`src/rtl/id_branch_ctrl.sv`:
```
// id_branch_ctrl: decode-side partner of the fetch stage.
// Latches the fetched instruction and its PC+1, then decodes control-transfer
// opcodes into BS/PS/BrA/RAA for fetch. It resolves the transfer one edge later
// and squashes the single wrong-path instruction that follows a taken transfer.
//
// state   | meaning
// --------+---------------------------------------------------------------
// RUN     | no transfer outstanding; the incoming instruction always decodes
// RESOLVE | a transfer was issued last edge; its outcome is decided this edge
module id_branch_ctrl #(
  parameter int unsigned IW     = 17,
  parameter int unsigned AW     = 8,
  parameter logic [6:0]  OP_BZ  = 7'h20,
  parameter logic [6:0]  OP_BNZ = 7'h21,
  parameter logic [6:0]  OP_JMP = 7'h22,
  parameter logic [6:0]  OP_JR  = 7'h23
) (
  input  logic          clk,
  input  logic          reset,
  input  logic [IW-1:0] IRO,
  input  logic [AW-1:0] PC_1,
  input  logic [AW-1:0] RA,
  input  logic          Zw,
  output logic [IW-1:0] IRD,
  output logic [AW-1:0] PC_1D,
  output logic [1:0]    BS,
  output logic          PS,
  output logic [AW-1:0] BrA,
  output logic [AW-1:0] RAA,
  output logic          squash,
  output logic [15:0]   taken_cnt
);

  typedef enum logic {RUN = 1'b0, RESOLVE = 1'b1} state_t;

  state_t        state_q, state_d;
  logic [IW-1:0] ird_q, ird_d;
  logic [AW-1:0] pc_1d_q, pc_1d_d;
  logic [1:0]    bs_q, bs_d;
  logic          ps_q, ps_d;
  logic [AW-1:0] bra_q, bra_d;
  logic [AW-1:0] raa_q, raa_d;
  logic          squash_q, squash_d;
  logic [15:0]   cnt_q, cnt_d;

  logic [6:0]        opcode;
  logic signed [7:0] off8;
  logic [AW-1:0]     target;
  logic              take;

  assign opcode = IRO[IW-1:IW-7];
  assign off8   = IRO[7:0];
  // The size cast of a signed operand sign-extends the 8-bit offset to AW.
  assign target = PC_1 + AW'(off8);

  // The registered BS/PS describe the transfer issued at the previous edge;
  // Zw is the live flag that fetch also sees.
  assign take = (state_q == RESOLVE) &&
                ((bs_q == 2'd2) || (bs_q == 2'd3) || ((bs_q == 2'd1) && (ps_q ^ Zw)));

  // State and decode registers, synchronous active-low reset.
  always_ff @(posedge clk) begin
    if (!reset) begin
      state_q  <= RUN;
      ird_q    <= '0;
      pc_1d_q  <= '0;
      bs_q     <= 2'd0;
      ps_q     <= 1'b0;
      bra_q    <= '0;
      raa_q    <= '0;
      squash_q <= 1'b0;
      cnt_q    <= 16'd0;
    end else begin
      state_q  <= state_d;
      ird_q    <= ird_d;
      pc_1d_q  <= pc_1d_d;
      bs_q     <= bs_d;
      ps_q     <= ps_d;
      bra_q    <= bra_d;
      raa_q    <= raa_d;
      squash_q <= squash_d;
      cnt_q    <= cnt_d;
    end
  end

  // Next state: squash the wrong-path slot on a taken transfer, otherwise decode.
  always_comb begin
    state_d  = RUN;
    ird_d    = IRO;
    pc_1d_d  = PC_1;
    bs_d     = 2'd0;
    ps_d     = 1'b0;
    bra_d    = '0;
    raa_d    = '0;
    squash_d = 1'b0;
    cnt_d    = cnt_q;
    if (take) begin
      // Whatever sits in this slot, including a transfer opcode, is discarded.
      ird_d    = '0;
      squash_d = 1'b1;
      cnt_d    = cnt_q + 16'd1;
    end else begin
      unique case (opcode)
        OP_BZ: begin
          bs_d    = 2'd1;
          bra_d   = target;
          state_d = RESOLVE;
        end
        OP_BNZ: begin
          bs_d    = 2'd1;
          ps_d    = 1'b1;
          bra_d   = target;
          state_d = RESOLVE;
        end
        OP_JMP: begin
          bs_d    = 2'd3;
          bra_d   = target;
          state_d = RESOLVE;
        end
        OP_JR: begin
          bs_d    = 2'd2;
          raa_d   = RA;
          state_d = RESOLVE;
        end
        default: begin
          state_d = RUN;
        end
      endcase
    end
  end

  // Outputs come straight from registers so fetch sees stable values at its falling edge.
  always_comb begin
    IRD       = ird_q;
    PC_1D     = pc_1d_q;
    BS        = bs_q;
    PS        = ps_q;
    BrA       = bra_q;
    RAA       = raa_q;
    squash    = squash_q;
    taken_cnt = cnt_q;
  end

endmodule

```
`config.mk`:
```
export PLATFORM = sky130hd
export DESIGN_NAME = id_branch_ctrl
export DESIGN_NICKNAME = d
export VERILOG_FILES = /design/src/rtl/id_branch_ctrl.sv
export SDC_FILE = /design/constraint.sdc
export NUM_CORES = 1
export LEC_CHECK = 0
export BUFFER_PORTS_ARGS = -buffer_cell sky130_fd_sc_hd__buf_4
export CAP_MARGIN = 20
export CORE_ASPECT_RATIO = 1.1
export CORE_MARGIN = 3
export CORE_UTILIZATION = 50
export CTS_BUF_LIST = sky130_fd_sc_hd__clkbuf_4 sky130_fd_sc_hd__clkbuf_8
export CTS_CLUSTER_SIZE = 8
export DETAILED_ROUTE_END_ITERATION = 6
export GPL_TIMING_DRIVEN = 1
export PLACE_DENSITY = 0.9
export RECOVER_POWER = 25
export SLEW_MARGIN = 20
export SYNTH_ARGS = -nofsm -noshare
export SYNTH_HDL_FRONTEND = slang
export SYNTH_SLANG_ARGS = --single-unit
```
`constraint.sdc`:
```
create_clock -name clk -period 2.2 [get_ports clk]
set_clock_uncertainty 0.1 [all_clocks]
set_input_delay 0.22 -clock clk [delete_from_list [all_inputs] [get_ports clk]]
set_output_delay 0.22 -clock clk [all_outputs]
set_load 0.05 [all_outputs]
```
# After elaboration in Yosys (flattened, before gate mapping)
# Cells that the tools add are included.
# op_classes
div_mod_pow	0
magnitude_cmp	0
n_reduce_logical	10
n_shift	0
n_addsub	2
n_bitwise	4
muxes	4
n_mul	0
n_eq_ne	7
# ops
operator	count
$eq A7 B6 Y1 const B	4
$add A16 B1 Y16 const B	1
$reduce_or A3 Y1	3
$add A8 B8 Y8	1
$pmux W2 S3	1
$eq A2 B2 Y1 const B	2
$reduce_or A2 Y1	2
$reduce_or A4 Y1	1
$mux W1	3
$not A1 Y1	3
$eq A2 B1 Y1 const B	1
$logic_and A1 B1 Y1	2
$logic_or A1 B1 Y1	2
$xor A1 B1 Y1	1
# totals
mem_bits_rw	0
ff_bits	62
elab_cells	36
mem_count	0
romBits	0
latchBits	0

# Logic depth before layout (Yosys ltp)
# Gate-level depths: netlist of run 1.
# depth
ltp_word	5
ltp_mapped	7
ltp_nobuf	7

# Least setup slack after synthesis of run 1
# No wires, ideal clock.
# synth_path
kind	register to register
start	reg cnt_q[1] (netlist: taken_cnt[1])
end	reg cnt_q[12] (netlist: taken_cnt[12])
n_path_buf	1
period_less_slack_ns	2.182
path_stages_with_launch	7
setup_slack_ns	0.018
required_ns	2.029
setup_time_ns	0.071
arrival_ns	2.011
cell_sequence	dfxtp_1 -> ha_1 -> nand4_1 -> o21a_1 -> buf_2 -> or4_1 -> a21oi_1
# synth_via
elab_chain_cells	1
# synth_rtl
item	line	rtl
start: declaration	44	logic [15:0] cnt_q, cnt_d;
start signal: assignment	82	cnt_q <= cnt_d;
$add A16 B1 Y16	101	cnt_d = cnt_q + 16'd1;
# No other way between the ends.
# A chain may end at the register's enable or synchronous reset.

# Worst setup path in the final report of run 1
# layout_path
start	reg cnt_q[0] (netlist: taken_cnt[0])
end	reg cnt_q[10] (netlist: taken_cnt[10])
# Same word-level chain as after synthesis.

==> summary.txt, run 1 <==
Synth
  – Yosys top cell area share: 0.515
  – Most used flip-flop cell after synthesis: dfxtp_1
  – Seq cells post-synth: 62
  – Gate Count Post-Synth: 239
  – Synth Net Count: 284
  – Synth top area cells: dfxtp_1 51%, and2_1 9.1%, ha_1 4.1%, mux2i_1 2.5%, a21oi_1 2.3%
  – Area leader, netlist: dfxtp_1
  – Synth warn: 0
  – Synth Cell Area: 2410 um^2
  – Seq/Total Area, Yosys: 0.515
  – Syn_area_per_cell: 10.1 um^2
  – Distinct cells, synth: 43
  – Post-synth ARST share: 0
  – EDFF count, synth: 0

Critical path
  – Setup CP Type: reg -> reg
  – Slowest CP cell: or4_2
  – Peak per-stage delay on the critical path: 640 ps
  – Req. time, crit path: 2360 ps
  – Worst path cell trace: ha_1, nand4_1, o21a_1, or4_2, a21oi_1
  – Setup crit end kind: flip-flop
  – Crit path arrival time: around 2100 ps
  – CP max FO: 12
  – Worst Setup Start Kind: flip-flop

Cells and area
  – Area added between synthesis and finish: 43.8%
  – Multi-input gate area: 1090 um^2
  – Ant diodes: 0
  – Layout Nets: between 400 and 500
  – Fillers: between 300 and 400
  – Layout cells sized above 1: 0.269
  – Storage element area: 1240 um^2
  – Non-filler cells, final: about 420

Global routing
  – First-pass GRT wire length: 9.88 mm
  – GR Util All Layers: 0.223
  – Total grt overflow: 0
  – Initial antenna violation count: 0
  – Pin count of the biggest net entering global routing: 22
  – Vias in the first global route: roughly 2.2k

STA
  – Fin crit period: slightly below 2000 ps
  – Unrepaired setup endpoints after global routing: false
  – Final Cycle Share: 0.898
  – Slew @ Worst Pin: 680 ps
  – Max transition margin: 0.547
  – Hold Slack: -2.39 ps
  – Fin. max-slew vios: 0
  – Fmax: 506 MHz
  – Setup Total Neg Slack: 0 ps
  – # setup viols final: 0
  – Final hold vios: 1

Drt
  – 1st-iter DRT viols: 150
  – Drt first pass iters: 4
  – Routed wire per std cell: 14.3 um
  – Avg Vias per Cell: 5.20
  – Total number of vias: ~2.2k
  – Number of remaining DRC errors: 0
  – WL final: 5.99 mm
  – Post-detailed-route count of antenna-violating nets: 0

Floorplanning
  – FP Rows: 25
  – Die ar.: 5690 um^2
  – I/O pin count: 97
  – Die X: 72.2 um
  – Initial core utilization: 0.539
  – Core area: 4470 um^2
  – Die height: 78.9 um

Flow run
  – Max cap viols: 0

Clock network
  – Clock Latency Late Sink: ~340 ps
  – Clock Path Buffers: 2
  – H-tree Lvls: 3
  – Clock transition at path regs: approximately 60 ps
  – Setup bufs post-CTS: 0
  – Clock buffer count from CTS: 9
  – Clk root buf: clkbuf_8
  – CTS tree: built
  – CTS Sinks: 62

Power and ir drop
  – Power Dens Cells: 701 nW/um^2
  – P_leak: between 0.001 and 0.0015 uW
  – Max rail drop VDD: 0.000452 V

Placed design
  – Input/output buffers: 96
  – Cell total after placement: 386
  – Detailed-placement wirelength estimate: about 4.2 mm
  – Final estimated routing congestion in global placement: between 0.8 and 0.9

Status
  – Status: finished, violations left
  – Violated checks: hold timing

Min path
  – Worst min path class: in -> reg
==> timing repair <==
action,4_1_cts,5_1_grt
resized for setup,0,0
endpoints found under the hold margin,16,1
hold buffers,16,1
==> synth_stat cells, types with 2 or more instances <==
| library cell | instances |
|---|---|
| dfxtp_1 | 62 |
| and2_1 | 35 |
| inv_1 | 13 |
| a21oi_1 | 11 |
| nor2_1 | 9 |
| ha_1 | 8 |
| nand4_1 | 8 |
| nand2_1 | 7 |
| o31ai_1 | 7 |
| mux2i_1 | 6 |
| or4_1 | 6 |
| o21ai_0 | 5 |
| or3_1 | 5 |
| a211oi_1 | 4 |
| clkbuf_1 | 4 |
| nand2b_1 | 4 |
| nand3_1 | 4 |
| nor2b_1 | 3 |
| nor4_1 | 3 |
| o21a_1 | 3 |
| xnor2_1 | 3 |
| a21boi_0 | 2 |
| a21o_1 | 2 |
| and3_1 | 2 |
| buf_2 | 2 |
| nor3_1 | 2 |
| nor3b_1 | 2 |
| or3_4 | 2 |
==> flip-flops by register name (all words and copies together), names as in the netlist <==
register   cells
IRD           17
taken_cnt     16
BrA            8
PC_1D          8
RAA            8
BS             2
PS             1
squash         1
state_q        1
==> cell usage in the layout (no fill, tap or decap), types with 6 or more instances in the layout <==
| master | synthesis | layout |
|---|---|---|
| o31ai_1 | 7 | 7 |
| nor2_1 | 9 | 9 |
| dfxtp_1 | 62 | 62 |
| a21oi_1 | 11 | 11 |
| and2_1 | 35 | 34 |
| dlygate4sd3_1 | 0 | 17 |
| buf_4 | 0 | 73 |
| ha_1 | 8 | 8 |
| clkbuf_1 | 4 | 24 |
| inv_1 | 13 | 13 |
| clkbuf_8 | 0 | 10 |
| nand4_1 | 8 | 8 |
| mux2i_1 | 6 | 6 |
| nand2_1 | 7 | 7 |
| or4_1 | 6 | 6 |
==> routing by layer <==
layer	vias up	track usage	routed length [um]
li1	1084	-	-
met1	1012	0.256	2420
met2	68	0.371	3020
met3	11	0.0734	405
met4	0	0.105	143
met5	-	0	0
==> final cells by class <==
cell class / count / area share
multi-input combinational: 157 / 0.315
inverter: 13 / 0.0141
clock buffer: 10 / 0.0397
sequential: 62 / 0.358
tap: 54 / 0.0195
clock inverter: 5 / 0.0144
timing repair buffer: 117 / 0.239
==> stage by stage <==
step | worst slack, ps | util | instance area, um^2 | total power (uW)
2_1_floorplan | 18.3 | - | 2410 | 1370
3_3_place_gp | 315 | 0.716 | 3200 | 1480
3_5_place_dp | 259 | 0.716 | 3200 | 1490
4_1_cts | 240 | 0.794 | 3550 | 2450
5_1_grt | 61.8 | 0.776 | 3470 | 2520
6_report | 224 | 0.776 | 3470 | 2430
==> final timing paths <==
kind	endpoint	cells after the start	from	slack, ps
worst max-delay path	taken_cnt[10]$_SDFFE_PN0P_	5	taken_cnt[0]$_SDFFE_PN0P_	220
worst max register to register	taken_cnt[10]$_SDFFE_PN0P_	5	taken_cnt[0]$_SDFFE_PN0P_	220
worst min register to register	taken_cnt[15]$_SDFFE_PN0P_	2	taken_cnt[15]$_SDFFE_PN0P_	370
worst min-delay path	RAA[5]$_SDFF_PP0_	2	RA[5]	-2
==> critical path: cells and delay by family (launching register included) <==
family	cells	cell delay, ps
AND/OR/NAND/NOR	2	740
adder cells (fa/ha/maj)	1	220
flip-flops	1	390
AO/OA/AOI/OAI	2	460
==> cells by family (layout without fill, tap and decap cells) <==
group	after synthesis	after routing	synth area share
AND/OR/NAND/NOR	97	97	0.250
buffers and inverters	20	145	0.0322
AO/OA/AOI/OAI	41	41	0.114
XOR/XNOR	4	4	0.0145
multiplexers	6	6	0.0249
flip-flops	62	62	0.515
adder cells (fa/ha/maj)	9	9	0.0498
==> power breakdown <==
group          switching, uW  internal, uW
sequential              7.23          1150
clock                    416           539
combinational            188           133
Power figures use the tool's default switching activity.
==> inputs of run 2 (changes only) <==
--- a/config.mk
+++ b/config.mk
@@ -13,7 +13,7 @@
 export CTS_BUF_LIST = sky130_fd_sc_hd__clkbuf_4 sky130_fd_sc_hd__clkbuf_8
 export CTS_CLUSTER_SIZE = 8
 export DETAILED_ROUTE_END_ITERATION = 6
-export GPL_TIMING_DRIVEN = 1
+export GPL_TIMING_DRIVEN = 0
 export PLACE_DENSITY = 0.9
 export RECOVER_POWER = 25
 export SLEW_MARGIN = 20
==> summary.txt, run 2 (synthesis gave the netlist of run 1 again) <==
Min path
  – Worst hold path depth: 2 (unchanged)
  – Worst min path class: in -> reg (unchanged)

Placed design
  – Input/output buffers: 96 (unchanged)
  – Detailed-placement wirelength estimate: 4.40 mm (was 4.22 mm)
  – Cell total after placement: 389 (was 386)
  – Final estimated routing congestion in global placement: 0.820 (about the same)

Power and ir drop
  – P_leak: 0.00148 uW (was 0.00150 uW)
  – Power Dens Cells: 689 nW/um^2 (was 701 nW/um^2)
  – Register share of total power: 0.484 (was 0.475)
  – Clock power frac: 0.381 (was 0.393)
  – Max rail drop VDD: 0.000472 V (was 0.000452 V)
  – Cell-internal power: 1780 uW (was 1820 uW)
  – Switching Share: 0.253 (was 0.251)
  – Comb pwr share: 0.135 (was 0.132)
  – Sw power: 604 uW (was 611 uW)

Cells and area
  – Layout Nets: 408 (was 405)
  – Commonest cells after routing, fill and taps aside: 73 x buf_4, 62 x dfxtp_1, 31 x and2_1 (was 73 x buf_4, 62 x dfxtp_1, 34 x and2_1)
  – Non-filler cells, final: 421 (was 418)
  – Area added between synthesis and finish: 43.6% (was 43.8%)
  – Max reg flops: 17 (unchanged)
  – Layout cells sized above 1: 0.264 (was 0.269)
  – Most common cell after layout, fill and taps aside: buf_4 (unchanged)
  – Ant diodes: 0 (unchanged)

Critical path
  – R2R Setup Slk: 220 ps (about the same)
  – Worst path cell trace: ha_1, nand4_1, o21a_1, buf_2, or4_1, a21oi_1 (was ha_1, nand4_1, o21a_1, or4_2, a21oi_1)
  – Slowest CP cell: or4_1 (was or4_2)
  – R2R cell count: 6 (was 5)
  – Setup crit end kind: flip-flop (unchanged)
  – Setup CP Type: reg -> reg (unchanged)
  – Peak per-stage delay on the critical path: 480 ps (was 640 ps)
  – CP max FO: 10 (was 12)
  – Crit path arrival time: 2140 ps (about the same)
  – Worst Setup Start Kind: flip-flop (unchanged)
  – Req. time, crit path: 2350 ps (was 2360 ps)

STA
  – Final hold vios: 0 (was 1)
  – Fin crit period: 1980 ps (about the same)
  – Fin. max-slew vios: 0 (unchanged)
  – Fmax: 505 MHz (was 506 MHz)
  – Final Cycle Share: 0.900 (was 0.898)
  – Slew @ Worst Pin: 631 ps (was 680 ps)
  – Hold Slack: 10.6 ps (was -2.39 ps)
  – Max transition margin: 0.581 (was 0.547)
  – Setup Total Neg Slack: 0 ps (unchanged)
  – # setup viols final: 0 (unchanged)
  – Unrepaired setup endpoints after global routing: false (unchanged)

Global routing
  – First-pass GRT wire length: 10.2 mm (was 9.88 mm)
  – Initial antenna violation count: 0 (unchanged)
  – GR Util All Layers: 0.230 (was 0.223)
  – Vias in the first global route: 2174 (was 2169)
  – Total grt overflow: 0 (unchanged)
  – Pin count of the biggest net entering global routing: 11 (was 22)

Drt
  – Avg Vias per Cell: 5.31 (was 5.20)
  – Met1 WL: 2.43 mm (was 2.42 mm)
  – 1st-iter DRT viols: 138 (was 150)
  – Top routing layer used: met4 (unchanged)
  – Drt first pass iters: 4 (unchanged)
  – Routed wire per std cell: 14.7 um (was 14.3 um)
  – Number of remaining DRC errors: 0 (unchanged)
  – Total number of vias: 2234 (was 2175)
  – WL final: 6.19 mm (was 5.99 mm)
  – Post-detailed-route count of antenna-violating nets: 0 (unchanged)
  – Routed wl met3: 515 um (was 405 um)
  – Met2 WL: 3.10 mm (was 3.02 mm)

Floorplanning
  – Die height: 78.9 um (unchanged)
  – FP Rows: 25 (unchanged)
  – I/O pin count: 97 (unchanged)
  – Core area: 4470 um^2 (unchanged)
  – Die ar.: 5690 um^2 (unchanged)
  – Die X: 72.2 um (unchanged)
  – Initial core utilization: 0.539 (unchanged)

Status
  – Status: finished, final reports clean (was finished, violations left)

Clock network
  – Clock Latency Late Sink: 330 ps (was 340 ps)
  – H-tree Lvls: 3 (unchanged)
  – Clock buffer count from CTS: 9 (unchanged)
  – Clock Path Buffers: 2 (unchanged)
  – CTS Sinks: 62 (unchanged)
  – Clk root buf: clkbuf_8 (unchanged)
  – Setup bufs post-CTS: 0 (unchanged)
  – CTS tree: built (unchanged)
  – Clock transition at path regs: 70 ps (was 60 ps)

Flow run
  – Max cap viols: 0 (unchanged)
==> run 2: cell count changes in the layout (fill, tap and decap cells not counted), sizes merged <==
cell | previous run | this run
bufinv | 1 | 0
buf | 73 | 76
clkinv | 4 | 1
clkbuf | 37 | 41
==> run 2: per-stage QoR <==
step	total power, uW	setup slack [ps]	cell area [um^2]	util
after CTS	2410	233	3550	0.794
after global placement	1480	240	3200	0.716
after global routing	2460	79.4	3460	0.774
after floorplan	1370	18.3	2410	-
final	2390	220	3460	0.774
after detailed placement	1490	254	3200	0.716
==> run 2: timing repair <==
item                                   4_1_cts  5_1_grt
resized for setup                            0        0
endpoints found under the hold margin       17        0
setup endpoints to repair                    0        0
hold buffers                                17        0
==> run 2: per-layer routing <==
metal,track usage,vias to the layer above
met5,0,-
met4,0.107,0
met3,0.0633,16
met2,0.392,108
met1,0.264,1021
li1,-,1089
==> run 2: area by class of cell <==
type / count / area, um^2
clock buffers: 14 / 174
inverters: 13 / 48.8
fillers: 324 / 1010
plain buffers: 7 / 28.8
flip-flops and latches: 62 / 1240
multi-input cells: 157 / 1090
clock inverters: 1 / 5.00
repair buffers: 113 / 805
well taps: 54 / 67.6
==> run 2: path summary, 6_finish.rpt <==
kind,from,to
setup / recovery,taken_cnt[1]$_SDFFE_PN0P_,taken_cnt[12]$_SDFFE_PN0P_
hold reg to reg,taken_cnt[15]$_SDFFE_PN0P_,taken_cnt[15]$_SDFFE_PN0P_
setup reg to reg,taken_cnt[1]$_SDFFE_PN0P_,taken_cnt[12]$_SDFFE_PN0P_
hold / removal,IRO[2],IRD[2]$_SDFF_PP0_
==> run 2: power groups by stage <==
stage / Combinational (uW) / Sequential (uW) / Clock [uW]
final: 323 / 1160 / 908
after global routing: 349 / 1160 / 958
after CTS: 335 / 1160 / 914
after detailed placement: 310 / 1180 / 0
after global placement: 302 / 1180 / 0
after floorplan: 95.6 / 1270 / 0
==> run 2: critical path, delay by kind of cell, from the launching register on <==
kind	cells	cell delay, ps
AND/OR/NAND/NOR	2	570
flip-flops	1	450
AO/OA/AOI/OAI	2	360
adder cells (fa/ha/maj)	1	240
buffers and inverters	1	180
